<file path="src/rtl/alu_req_arbiter_pkg.sv">
// Shared definitions for the two-requester ALU arbiter: word size, ALU op codes,
// response-buffer state encoding and the op-code legality helper.
package alu_req_arbiter_pkg;

  localparam int ALU_WORDSIZE = 32;

  localparam logic [3:0] ALU_AND = 4'b0000;
  localparam logic [3:0] ALU_OR  = 4'b0001;
  localparam logic [3:0] ALU_ADD = 4'b0010;
  localparam logic [3:0] ALU_SUB = 4'b0110;

  typedef enum logic {
    EMPTY = 1'b0,
    FULL  = 1'b1
  } rsp_state_t;

  function automatic logic alu_op_legal(input logic [3:0] ctl);
    return (ctl == ALU_AND) || (ctl == ALU_OR) || (ctl == ALU_ADD) || (ctl == ALU_SUB);
  endfunction

endpackage

</file>
<file path="src/rtl/alu_req_arbiter_alu.sv">
// Shared combinational ALU: AND/OR/ADD/SUB, wrap-around arithmetic, zero flag.
// Unrecognised op codes produce a zero result.
module alu_req_arbiter_alu
  import alu_req_arbiter_pkg::*;
#(
  parameter int WORDSIZE = ALU_WORDSIZE
) (
  input  logic [WORDSIZE-1:0] in1,
  input  logic [WORDSIZE-1:0] in2,
  input  logic [3:0]          ctl,
  output logic [WORDSIZE-1:0] result,
  output logic                zero
);

  always_comb begin
    result = '0;
    case (ctl)
      ALU_AND: result = in1 & in2;
      ALU_OR:  result = in1 | in2;
      ALU_ADD: result = in1 + in2;
      ALU_SUB: result = in1 - in2;
      default: result = '0;
    endcase
  end

  assign zero = (result == '0);

endmodule

</file>
<file path="src/rtl/alu_req_arbiter.sv">
// Round-robin share of one ALU between two valid/ready requesters; result lands in a
// single-entry response buffer 1 cycle after accept. ALU_OPCHK_EN flags illegal op codes.
module alu_req_arbiter
  import alu_req_arbiter_pkg::*;
#(
  parameter int WORDSIZE = ALU_WORDSIZE
) (
  input  logic                clk,
  input  logic                rst,
  input  logic                req0_valid,
  output logic                req0_ready,
  input  logic [WORDSIZE-1:0] req0_a,
  input  logic [WORDSIZE-1:0] req0_b,
  input  logic [3:0]          req0_ctl,
  input  logic                req1_valid,
  output logic                req1_ready,
  input  logic [WORDSIZE-1:0] req1_a,
  input  logic [WORDSIZE-1:0] req1_b,
  input  logic [3:0]          req1_ctl,
  output logic                rsp_valid,
  input  logic                rsp_ready,
  output logic                rsp_id,
  output logic [WORDSIZE-1:0] rsp_result,
  output logic                rsp_zero,
  output logic                rsp_err
);

  rsp_state_t          state_q, state_d;
  logic                last_grant_q, last_grant_d;
  logic                rsp_id_q, rsp_id_d;
  logic [WORDSIZE-1:0] rsp_result_q, rsp_result_d;
  logic                rsp_zero_q, rsp_zero_d;
  logic                rsp_err_q, rsp_err_d;

  logic                grant;
  logic                can_accept;
  logic                accept;
  logic                op_err;
  logic [WORDSIZE-1:0] alu_in1, alu_in2, alu_result;
  logic [3:0]          alu_ctl;
  logic                alu_zero;

  always_comb begin
    grant = 1'b0;
    if (req0_valid && req1_valid) grant = ~last_grant_q;
    else if (req1_valid)          grant = 1'b1;
  end

  // Draining the buffer in the same cycle frees it for a new accept.
  assign can_accept = !rst && ((state_q == EMPTY) || rsp_ready);
  assign req0_ready = can_accept && !grant;
  assign req1_ready = can_accept && grant;
  assign accept     = (req0_valid && req0_ready) || (req1_valid && req1_ready);

  assign alu_in1 = grant ? req1_a   : req0_a;
  assign alu_in2 = grant ? req1_b   : req0_b;
  assign alu_ctl = grant ? req1_ctl : req0_ctl;

  alu_req_arbiter_alu #(.WORDSIZE(WORDSIZE)) u_alu (
    .in1    (alu_in1),
    .in2    (alu_in2),
    .ctl    (alu_ctl),
    .result (alu_result),
    .zero   (alu_zero)
  );

`ifdef ALU_OPCHK_EN
  assign op_err = !alu_op_legal(alu_ctl);
`else
  assign op_err = 1'b0;
`endif

  always_ff @(posedge clk) begin
    if (rst) begin
      state_q      <= EMPTY;
      last_grant_q <= 1'b1;
      rsp_id_q     <= 1'b0;
      rsp_result_q <= '0;
      rsp_zero_q   <= 1'b0;
      rsp_err_q    <= 1'b0;
    end else begin
      state_q      <= state_d;
      last_grant_q <= last_grant_d;
      rsp_id_q     <= rsp_id_d;
      rsp_result_q <= rsp_result_d;
      rsp_zero_q   <= rsp_zero_d;
      rsp_err_q    <= rsp_err_d;
    end
  end

  always_comb begin
    state_d = state_q;
    if (accept)         state_d = FULL;
    else if (rsp_ready) state_d = EMPTY;
  end

  always_comb begin
    last_grant_d = last_grant_q;
    rsp_id_d     = rsp_id_q;
    rsp_result_d = rsp_result_q;
    rsp_zero_d   = rsp_zero_q;
    rsp_err_d    = rsp_err_q;
    if (accept) begin
      last_grant_d = grant;
      rsp_id_d     = grant;
      rsp_err_d    = op_err;
      rsp_result_d = op_err ? '0 : alu_result;
      rsp_zero_d   = op_err | alu_zero;
    end
  end

  always_comb begin
    rsp_valid  = (state_q == FULL);
    rsp_id     = rsp_id_q;
    rsp_result = rsp_result_q;
    rsp_zero   = rsp_zero_q;
    rsp_err    = rsp_err_q;
  end

endmodule
</file>
<file path="config.mk">
export PLATFORM = sky130hd
export DESIGN_NAME = alu_req_arbiter
export DESIGN_NICKNAME = d
export VERILOG_FILES = /design/src/rtl/alu_req_arbiter_pkg.sv /design/src/rtl/alu_req_arbiter_alu.sv /design/src/rtl/alu_req_arbiter.sv
export SDC_FILE = /design/constraint.sdc
export NUM_CORES = 1
export LEC_CHECK = 0
export CAP_MARGIN = 10
export CORE_MARGIN = 10
export CORE_UTILIZATION = 30
export DETAILED_ROUTE_END_ITERATION = 8
export PLACE_DENSITY_LB_ADDON = 0.25
export SLEW_MARGIN = 10
export SYNTH_ARGS = -nofsm -noshare
export SYNTH_HDL_FRONTEND = slang
export SYNTH_SLANG_ARGS = --single-unit
</file>
<file path="constraint.sdc">
create_clock -name clk -period 13.08 [get_ports clk]
set_input_delay 1.308 -clock clk [delete_from_list [all_inputs] [get_ports clk]]
set_output_delay 1.308 -clock clk [all_outputs]
set_load 0.02 [all_outputs]
</file>
[Word level (Yosys, flattened, before mapping)]
Index checks and enable logic that the tools add are counted.
Storage, ports and cells
  bits in registers: 36
  word-level logic and storage cells: 35
Cells by class
  $add $sub $neg: 2
  equality and inequality tests: 3
  multiplexer cells: 8
  bitwise logic cells: 4
  reductions and logical operators: 13
Operators with widths (number)
  $pmux 32 s4: 1
  $mux 32: 2
  $add 32x32->32: 1
  $and 32x32->32: 1
  $logic_not 32->1: 1
  $or 32x32->32: 1
  $sub 32x32->32: 1
  $logic_and 1x1->1: 6
  $eq 4x1->1 const B: 1
  $eq 4x2->1 const B: 1
  $eq 4x3->1 const B: 1
  $logic_not 4->1: 1
  $mux 1: 4
  $mux 4: 1
  $logic_not 1->1: 2
  $logic_or 1x1->1: 2
  $not 1->1: 2
  $reduce_bool 2->1: 1

[Depth between registers and ports, before layout]
Gate-level depths: netlist of run 1.
  word-level depth: 7
  gate-level depth with buffers: 31
  mapped depth without buffers: 23

[Hierarchy]
From an unflattened synthesis of run 1, not the netlist that was laid out.
Second synthesis, totals
  cells, all modules: 736
  area, all modules: 5550.3 um2
By module, submodules not included
  alu_req_arbiter_alu: instances 1, cells an instance 492, area each 3236.9 um2, sequential area each 0.0 um2
  alu_req_arbiter: instances 1, cells an instance 244, area each 2313.5 um2, sequential area each 720.7 um2

[Worst setup path after synthesis of run 1]
Ideal clock, no wire load.
  kind: in2reg
  from: input port req1_valid
  to: register rsp_zero_q (netlist: rsp_zero)
  setup time: 60 ps
  arrival time: 6710 ps
  data required time: 13020 ps
  path slack: 6310 ps
  cell stages on the path: 30
  cells stage by stage: a21bo_1 -> buf_6 -> buf_8 -> buf_2 -> buf_2 -> clkbuf_1 -> buf_1 -> buf_2 -> nand2_1 -> and2_1 -> ha_1 -> nand2_1 -> o31ai_1 -> nand3_1 -> o21bai_1 -> o21ai_0 -> o31ai_1 -> xor2_1 -> ha_1 -> clkbuf_1 -> nand2_1 -> nor3_1 -> a211o_1 -> a21oi_1 -> o21ai_1 -> xor2_1 -> a2111oi_0 -> nand4b_1 -> nor4_2 -> a32o_1
Between the ends
  word-level cells in the longest chain between the ends: 6
  elaborated cells on any way between the ends: 22
RTL lines
  start, declared: RTL line alu_req_arbiter.sv:15  | input logic req1_valid,
  $mux 1 / $logic_and 1x1->1 (equally long branches): RTL line alu_req_arbiter.sv:46, alu_req_arbiter.sv:45
  $mux 1: RTL line alu_req_arbiter.sv:45  | if (req0_valid && req1_valid) grant = ~last_grant_q;
  $mux 32, or another cell as far along: RTL line alu_req_arbiter.sv:55  | assign alu_in1 = grant ? req1_a : req0_a;
  $sub 32x32->32, or another cell as far along: RTL line alu_req_arbiter_alu.sv:21  | ALU_SUB: result = in1 - in2;
  $pmux 32 s4 / $logic_and 1x1->1 (equally long branches): RTL line alu_req_arbiter_alu.sv:17, alu_req_arbiter.sv:53
  $logic_not 32->1 / $logic_or 1x1->1 (equally long branches): RTL line alu_req_arbiter_alu.sv:26, alu_req_arbiter.sv:53
  end signal, assigned: RTL line alu_req_arbiter.sv:86  | rsp_zero_q <= rsp_zero_d;
  end, declared: RTL line alu_req_arbiter.sv:32  | logic rsp_zero_q, rsp_zero_d;
Several ways; a longest one is shown, not always the timed one.
A chain may end at the register's enable or synchronous reset.

[Worst setup path after layout of run 1]
  from: input port req0_valid
  to: register rsp_zero_q (netlist: rsp_zero)
Between the ends
  word-level cells in the longest chain between the ends: 6
  elaborated cells on any way between the ends: 21
RTL lines
  start, declared: RTL line alu_req_arbiter.sv:10  | input logic req0_valid,
  $logic_and 1x1->1: RTL line alu_req_arbiter.sv:45
  $mux 1: RTL line alu_req_arbiter.sv:45
  $mux 32, or another cell as far along: RTL line alu_req_arbiter.sv:55
  $sub 32x32->32, or another cell as far along: RTL line alu_req_arbiter_alu.sv:21
  $pmux 32 s4 / $logic_and 1x1->1 (equally long branches): RTL line alu_req_arbiter_alu.sv:17, alu_req_arbiter.sv:53
  $logic_not 32->1 / $logic_or 1x1->1 (equally long branches): RTL line alu_req_arbiter_alu.sv:26, alu_req_arbiter.sv:53
Several ways; a longest one is shown, not always the timed one.

==> results of run 1 <==
==> worst max-delay path, stage by stage <==
cell             delay (ns)
clkdlybuf4s50_1        0.59
a21bo_4                0.15
buf_4                  0.53
mux2i_1                0.35
ha_1                   0.21
nand2_1                0.13
o31ai_1                0.28
buf_4                  0.19
nand3_1                0.09
o21bai_1               0.20
o21ai_0                0.27
o31ai_1                0.14
xor2_1                 0.18
ha_1                   0.39
nand2_1                0.16
nor3_1                 0.08
a211o_1                0.29
a21oi_1                0.19
o21ai_1                0.14
xor2_1                 0.18
a2111oi_0              0.43
nand4b_1               0.19
nor4_2                 0.23
a32o_1                 0.18
==> cells in the mapped netlist (3+ instances only) <==
library cell    n  area [um2]
nor4_1         11        68.8
o41ai_1         3        26.3
o31ai_1         9        67.6
xor2_1         23         201
buf_1           4        15.0
mux2i_1        42         420
inv_1          17        63.8
a21o_1          7        52.6
nor2_1         51         191
xnor2_1        27         236
a221oi_1        6        52.6
and3_1          5        31.3
a31oi_1        13        81.3
o21a_1          9        67.6
or4_1           6        45.0
or2_2           3        18.8
nor3b_1         4        30.0
o221ai_1        4        35.0
maj3_1          4        40.0
dfxtp_1        36         721
a211oi_1        8        60.1
nand3_1        15        75.1
nand2_1       159         597
and2_1          6        37.5
o2111ai_1       4        35.0
clkbuf_1       37         139
o21ai_0        74         370
nor3_1         37         185
a21oi_1        68         340
nand2b_1        8        50.1
nand4_1        11        68.8
o21bai_1        4        30.0
nand3b_1       30         225
nor2b_1         6        37.5
or3_1           4        25.0
o22ai_1         6        37.5
ha_1           34         425
o211ai_1        8        60.1
buf_2           6        30.0
==> path summary, 6_finish.rpt <==
path | from | end | slack (ns) | depth (start not counted)
min reg2reg | rsp_id | rsp_id | 0.45 | 1
min | rsp_id | rsp_id | 0.45 | 1
max reg2reg | last_grant_q | rsp_zero | 7.39 | 23
max | req0_valid | rsp_zero | 6.18 | 24
==> kinds of logic after synthesis <==
family / Yosys count / synth area share [%]
compound gates: 252 / 27.1
xor+xnor: 50 / 7.47
fa+ha+maj: 39 / 8.29
buf+inv: 70 / 5.27
flops: 36 / 12.3
mux: 48 / 8.67
other cells: 1 / 0.0640
simple gates: 367 / 30.9
==> metal layers <==
metal  vias up  wire length (um)  share of wire [%]  GRT usage, %
met2       274             11000                 45          29.0
li1       3458                 -                  -             -
met3        35              1910                7.8          3.68
met5         -                 0                  0             0
met4         0               455                1.9          4.42
met1      3298             11100                 45          24.2
==> report_power, final <==
part / internal [mW] / total [mW] / leakage [nW] / switching (mW)
Combinational: 0.173 / 0.407 / 2.81 / 0.234
Clock: 0.0691 / 0.112 / 0.0667 / 0.0426
Sequential: 0.119 / 0.124 / 0.294 / 0.00502
Total: 0.360 / 0.642 / 3.17 / 0.282
==> final cells by class <==
type                            instances  area share [%]
Inverter                               19           0.895
Multi-Input combinational cell        757            61.0
Clock buffer                            6            1.62
Tap cell                              265            4.16
Antenna cell                            2          0.0628
Timing Repair Buffer                  187            23.2
Clock inverter                          1          0.0628
Sequential cell                        36            9.04
==> sequential cells by signal, indices dropped and copies added (netlist names) <==
register      cells
rsp_result       32
last_grant_q      1
rsp_id            1
rsp_valid         1
rsp_zero          1
==> flow_summary.json, run 1 <==
{
  "status": "completed",
  "ios": 179,
  "maxCapViolCount": 0,
  "hpwl_um": 19700,
  "area_growth_syn_to_layout_pct": 36.0,
  "seqCellArea_um2": 721,
  "numCtsBuffers": 5,
  "tightest_slew_ns": 1.05,
  "die_w_um": 160,
  "hold_class": "reg2reg",
  "fin_area_mm2": 0.00797,
  "fin_ws_ns": 6.18,
  "clkTransAtPathRegs_ns": 0.05,
  "fin_nets": 1182,
  "place.gp.congestion": 0.948,
  "ant_nets": 0,
  "first_global_vias": 6731,
  "worstSetupStartpointType": "primary input",
  "totalWireLength_um": 24400,
  "multi_input_area_mm2": 0.00486,
  "setup_tns_ns": 0,
  "core_area_mm2": 0.0193,
  "cts_hold_buf": 0,
  "post_synth.cell_area_avg_um2": 6.79,
  "whs_ns": 0.450,
  "slew_headroom_pct": 29.5,
  "p_total_mw": 0.642,
  "dieHeight_um": 160,
  "vias_per_cell": 5.55,
  "place_inst": 1264,
  "critPathKind": "in2reg",
  "cts_buffer_depth": 2,
  "wire_per_inst_um": 19.2,
  "cts_setup_buffers": 0,
  "layout_commonest_cell": "clkdlybuf4s50_1",
  "ir_drop_uv": 44.6,
  "globalRouteOverflowTotal": 0,
  "die-area_mm2": 0.0255,
  "crit_required_ns": 13.31,
  "initial_core_util_pct": 30.3,
  "min_period_ns": 6.90,
  "synth_nets": 1039,
  "ys_types": 80,
  "syn_inst": 863,
  "slew_violations": 0,
  "dp_slack_ns": 5.98,
  "dr.pass1.iters": 5,
  "drive_gt1_share_pct": 3.98,
  "final-setup-viol-count": 0,
  "synthFlopType": "dfxtp_1",
  "fin_cells": 1273,
  "placed_area_mm2": 0.00783,
  "final_cell_mix": "clkdlybuf4s50_1 (177), nand2_1 (159), o21ai_0 (74)",
  "grt_pass1_wl_um": 38000,
  "final_util_pct": 41.2,
  "worstSetupEndpointType": "register",
  "power.density_mw_per_mm2": 80.6,
  "drtIter0Drc": 590,
  "rows": 51,
  "clock_skew_ns": 0.00154,
  "async_reset_ff_share_pct": 0,
  "drc": 0,
  "final_hold_viol_count": 0,
  "cts_root_buf": "clkbuf_16",
  "grtUsageTotal_pct": 18.1,
  "io_buffer_count": 177,
  "yosysWarningCount": 0,
  "arrival_ns": 7.13,
  "rsz0062_at_grt": "no",
  "crit_fanout": 50,
  "htreeDepth": 2,
  "period_share_pct": 52.7,
  "clk_latency_ns": 0.28,
  "fillers": 1998,
  "clock-sinks": 36,
  "ys_ff_latch": 36,
  "fmax_ghz": 0.145,
  "seq_area_frac_synth_pct": 12.3,
  "grt_max_degree": 51,
  "synth_edf_count": 0,
  "antenna_found_initial": 2,
  "via_count": 7065,
  "syn-cell-area_mm2": 0.00586,
  "cts-resized-gates": 0,
  "p_leak_nw": 3.17,
  "tritoncts": "built"
}
Power figures use the tool's default switching activity.
==> run 2: changes to the inputs <==
- clock period: 13.08 -> 6.9 ns (I/O delays scaled with it)
==> flow_summary.json, run 2 (synthesis gave the netlist of run 1 again) <==
{
  "area_growth_syn_to_layout_pct": 37.7,
  "maxCapViolCount": 0,
  "status": "completed",
  "layout_commonest_cell": "clkdlybuf4s50_1",
  "hold_class": "reg2reg",
  "grt_max_degree": 49,
  "min_period_ns": 6.33,
  "slew_violations": 0,
  "dr.pass1.iters": 7,
  "via_count": 7135,
  "initial_core_util_pct": 30.3,
  "clock_skew_ns": 0.00427,
  "totalWireLength_um": 25400,
  "placed_area_mm2": 0.00793,
  "cts-resized-gates": 0,
  "fillers": 2015,
  "clk_latency_ns": 0.28,
  "cts_buffer_depth": 2,
  "seqCellArea_um2": 721,
  "worstHoldPathCells": 1,
  "first_global_vias": 6712,
  "cts_root_buf": "clkbuf_16",
  "final_hold_viol_count": 0,
  "hpwl_um": 20700,
  "crit_fanout": 9,
  "antenna_found_initial": 1,
  "core_area_mm2": 0.0193,
  "period_share_pct": 91.8,
  "fin_area_mm2": 0.00807,
  "dieHeight_um": 160,
  "grt_pass1_wl_um": 39200,
  "worstSetupStartpointType": "primary input",
  "fin_nets": 1195,
  "final-setup-viol-count": 0,
  "place_inst": 1277,
  "die-area_mm2": 0.0255,
  "place.gp.congestion": 0.966,
  "rows": 51,
  "grtUsageTotal_pct": 18.7,
  "tightest_slew_ns": 1.01,
  "endpoint": "rsp_zero",
  "drive_gt1_share_pct": 5.30,
  "ir_drop_uv": 88.6,
  "rsz0062_at_grt": "no",
  "arrival_ns": 6.56,
  "fin_cells": 1286,
  "ios": 179,
  "critPathKind": "in2reg",
  "r2r_cells": 21,
  "cts_setup_buffers": 0,
  "worstSetupEndpointType": "register",
  "wire_per_inst_um": 19.8,
  "p_total_mw": 1.24,
  "io_buffer_count": 177,
  "clock-sinks": 36,
  "die_w_um": 160,
  "p_leak_nw": 3.23,
  "fmax_ghz": 0.158,
  "crit_required_ns": 7.12,
  "multi_input_area_mm2": 0.00486,
  "drc": 0,
  "tritoncts": "built",
  "r2r-start": "last_grant_q",
  "setup_tns_ns": 0,
  "rr_endpoint": "rsp_zero",
  "ant_nets": 0,
  "power.density_mw_per_mm2": 154,
  "crit_start": "req0_valid",
  "clkTransAtPathRegs_ns": 0.05,
  "globalRouteOverflowTotal": 0,
  "slew_headroom_pct": 32.8,
  "drtIter0Drc": 553,
  "largest_reg_flops": 32,
  "htreeDepth": 2,
  "cts_hold_buf": 0,
  "final_cell_mix": "clkdlybuf4s50_1 (177), nand2_1 (159), o21ai_0 (74)",
  "vias_per_cell": 5.55,
  "numCtsBuffers": 5,
  "r2r_setup_slack_ns": 1.14
}
==> run 2: layer usage <==
| layer | track usage, % | share of wire (%) | up-vias | wire, um |
|---|---|---|---|---|
| met4 | 4.30 | 1.6 | 0 | 407 |
| li1 | - | - | 3473 | - |
| met2 | 30.0 | 46 | 290 | 11600 |
| met5 | 0 | 0 | - | 0 |
| met1 | 26.2 | 46 | 3340 | 11700 |
| met3 | 2.06 | 6.8 | 32 | 1730 |
==> run 2: critical path, stage by stage <==
cell             delay, ns
clkdlybuf4s50_1       0.59
a21bo_4               0.28
mux2i_1               0.33
ha_1                  0.22
nand2_1               0.09
o31ai_1               0.82
nand3_1               0.19
o21bai_1              0.25
o21ai_0               0.27
o31ai_1               0.14
xor2_1                0.16
ha_1                  0.39
nand2_1               0.17
nor3_1                0.09
a211o_1               0.29
a21oi_1               0.21
o21ai_1               0.13
xor2_1                0.17
a2111oi_0             0.47
nand4b_1              0.18
nor4_2                0.23
a32o_1                0.18
==> run 2: worst min-delay path by stage <==
stage                        end    startpoint
floorplan           last_grant_q  last_grant_q
global placement          rsp_id        rsp_id
detailed placement        rsp_id        rsp_id
CTS                       rsp_id        rsp_id
global route              rsp_id        rsp_id
finish                    rsp_id        rsp_id
==> run 2: power by group <==
group          switching [mW]  internal [mW]  leakage [nW]  total, mW
Sequential            0.00933          0.225         0.294      0.234
Clock                  0.0836          0.131        0.0657      0.214
Combinational           0.457          0.337          2.87      0.794
Total                   0.550          0.692          3.23       1.24
==> run 2: area by class of cell <==
type | instances | share of cell area [%]
Multi-Input combinational cell | 757 | 60.2
Timing Repair Buffer | 200 | 24.1
Sequential cell | 36 | 8.93
Tap cell | 265 | 4.11
Clock buffer | 5 | 1.55
Inverter | 19 | 0.884
Clock inverter | 2 | 0.155
Antenna cell | 2 | 0.0620
==> run 2: stage by stage <==
stage          setup WS, ns  utilization [%]  hold slack [ns]
3_3_place_gp          0.485             41.0            0.438
3_5_place_dp          0.349             41.0            0.440
2_1_floorplan         0.748                -            0.537
4_1_cts               0.620             41.7            0.453
6_report              0.566             41.7            0.452
5_1_grt              0.0743             41.7            0.491
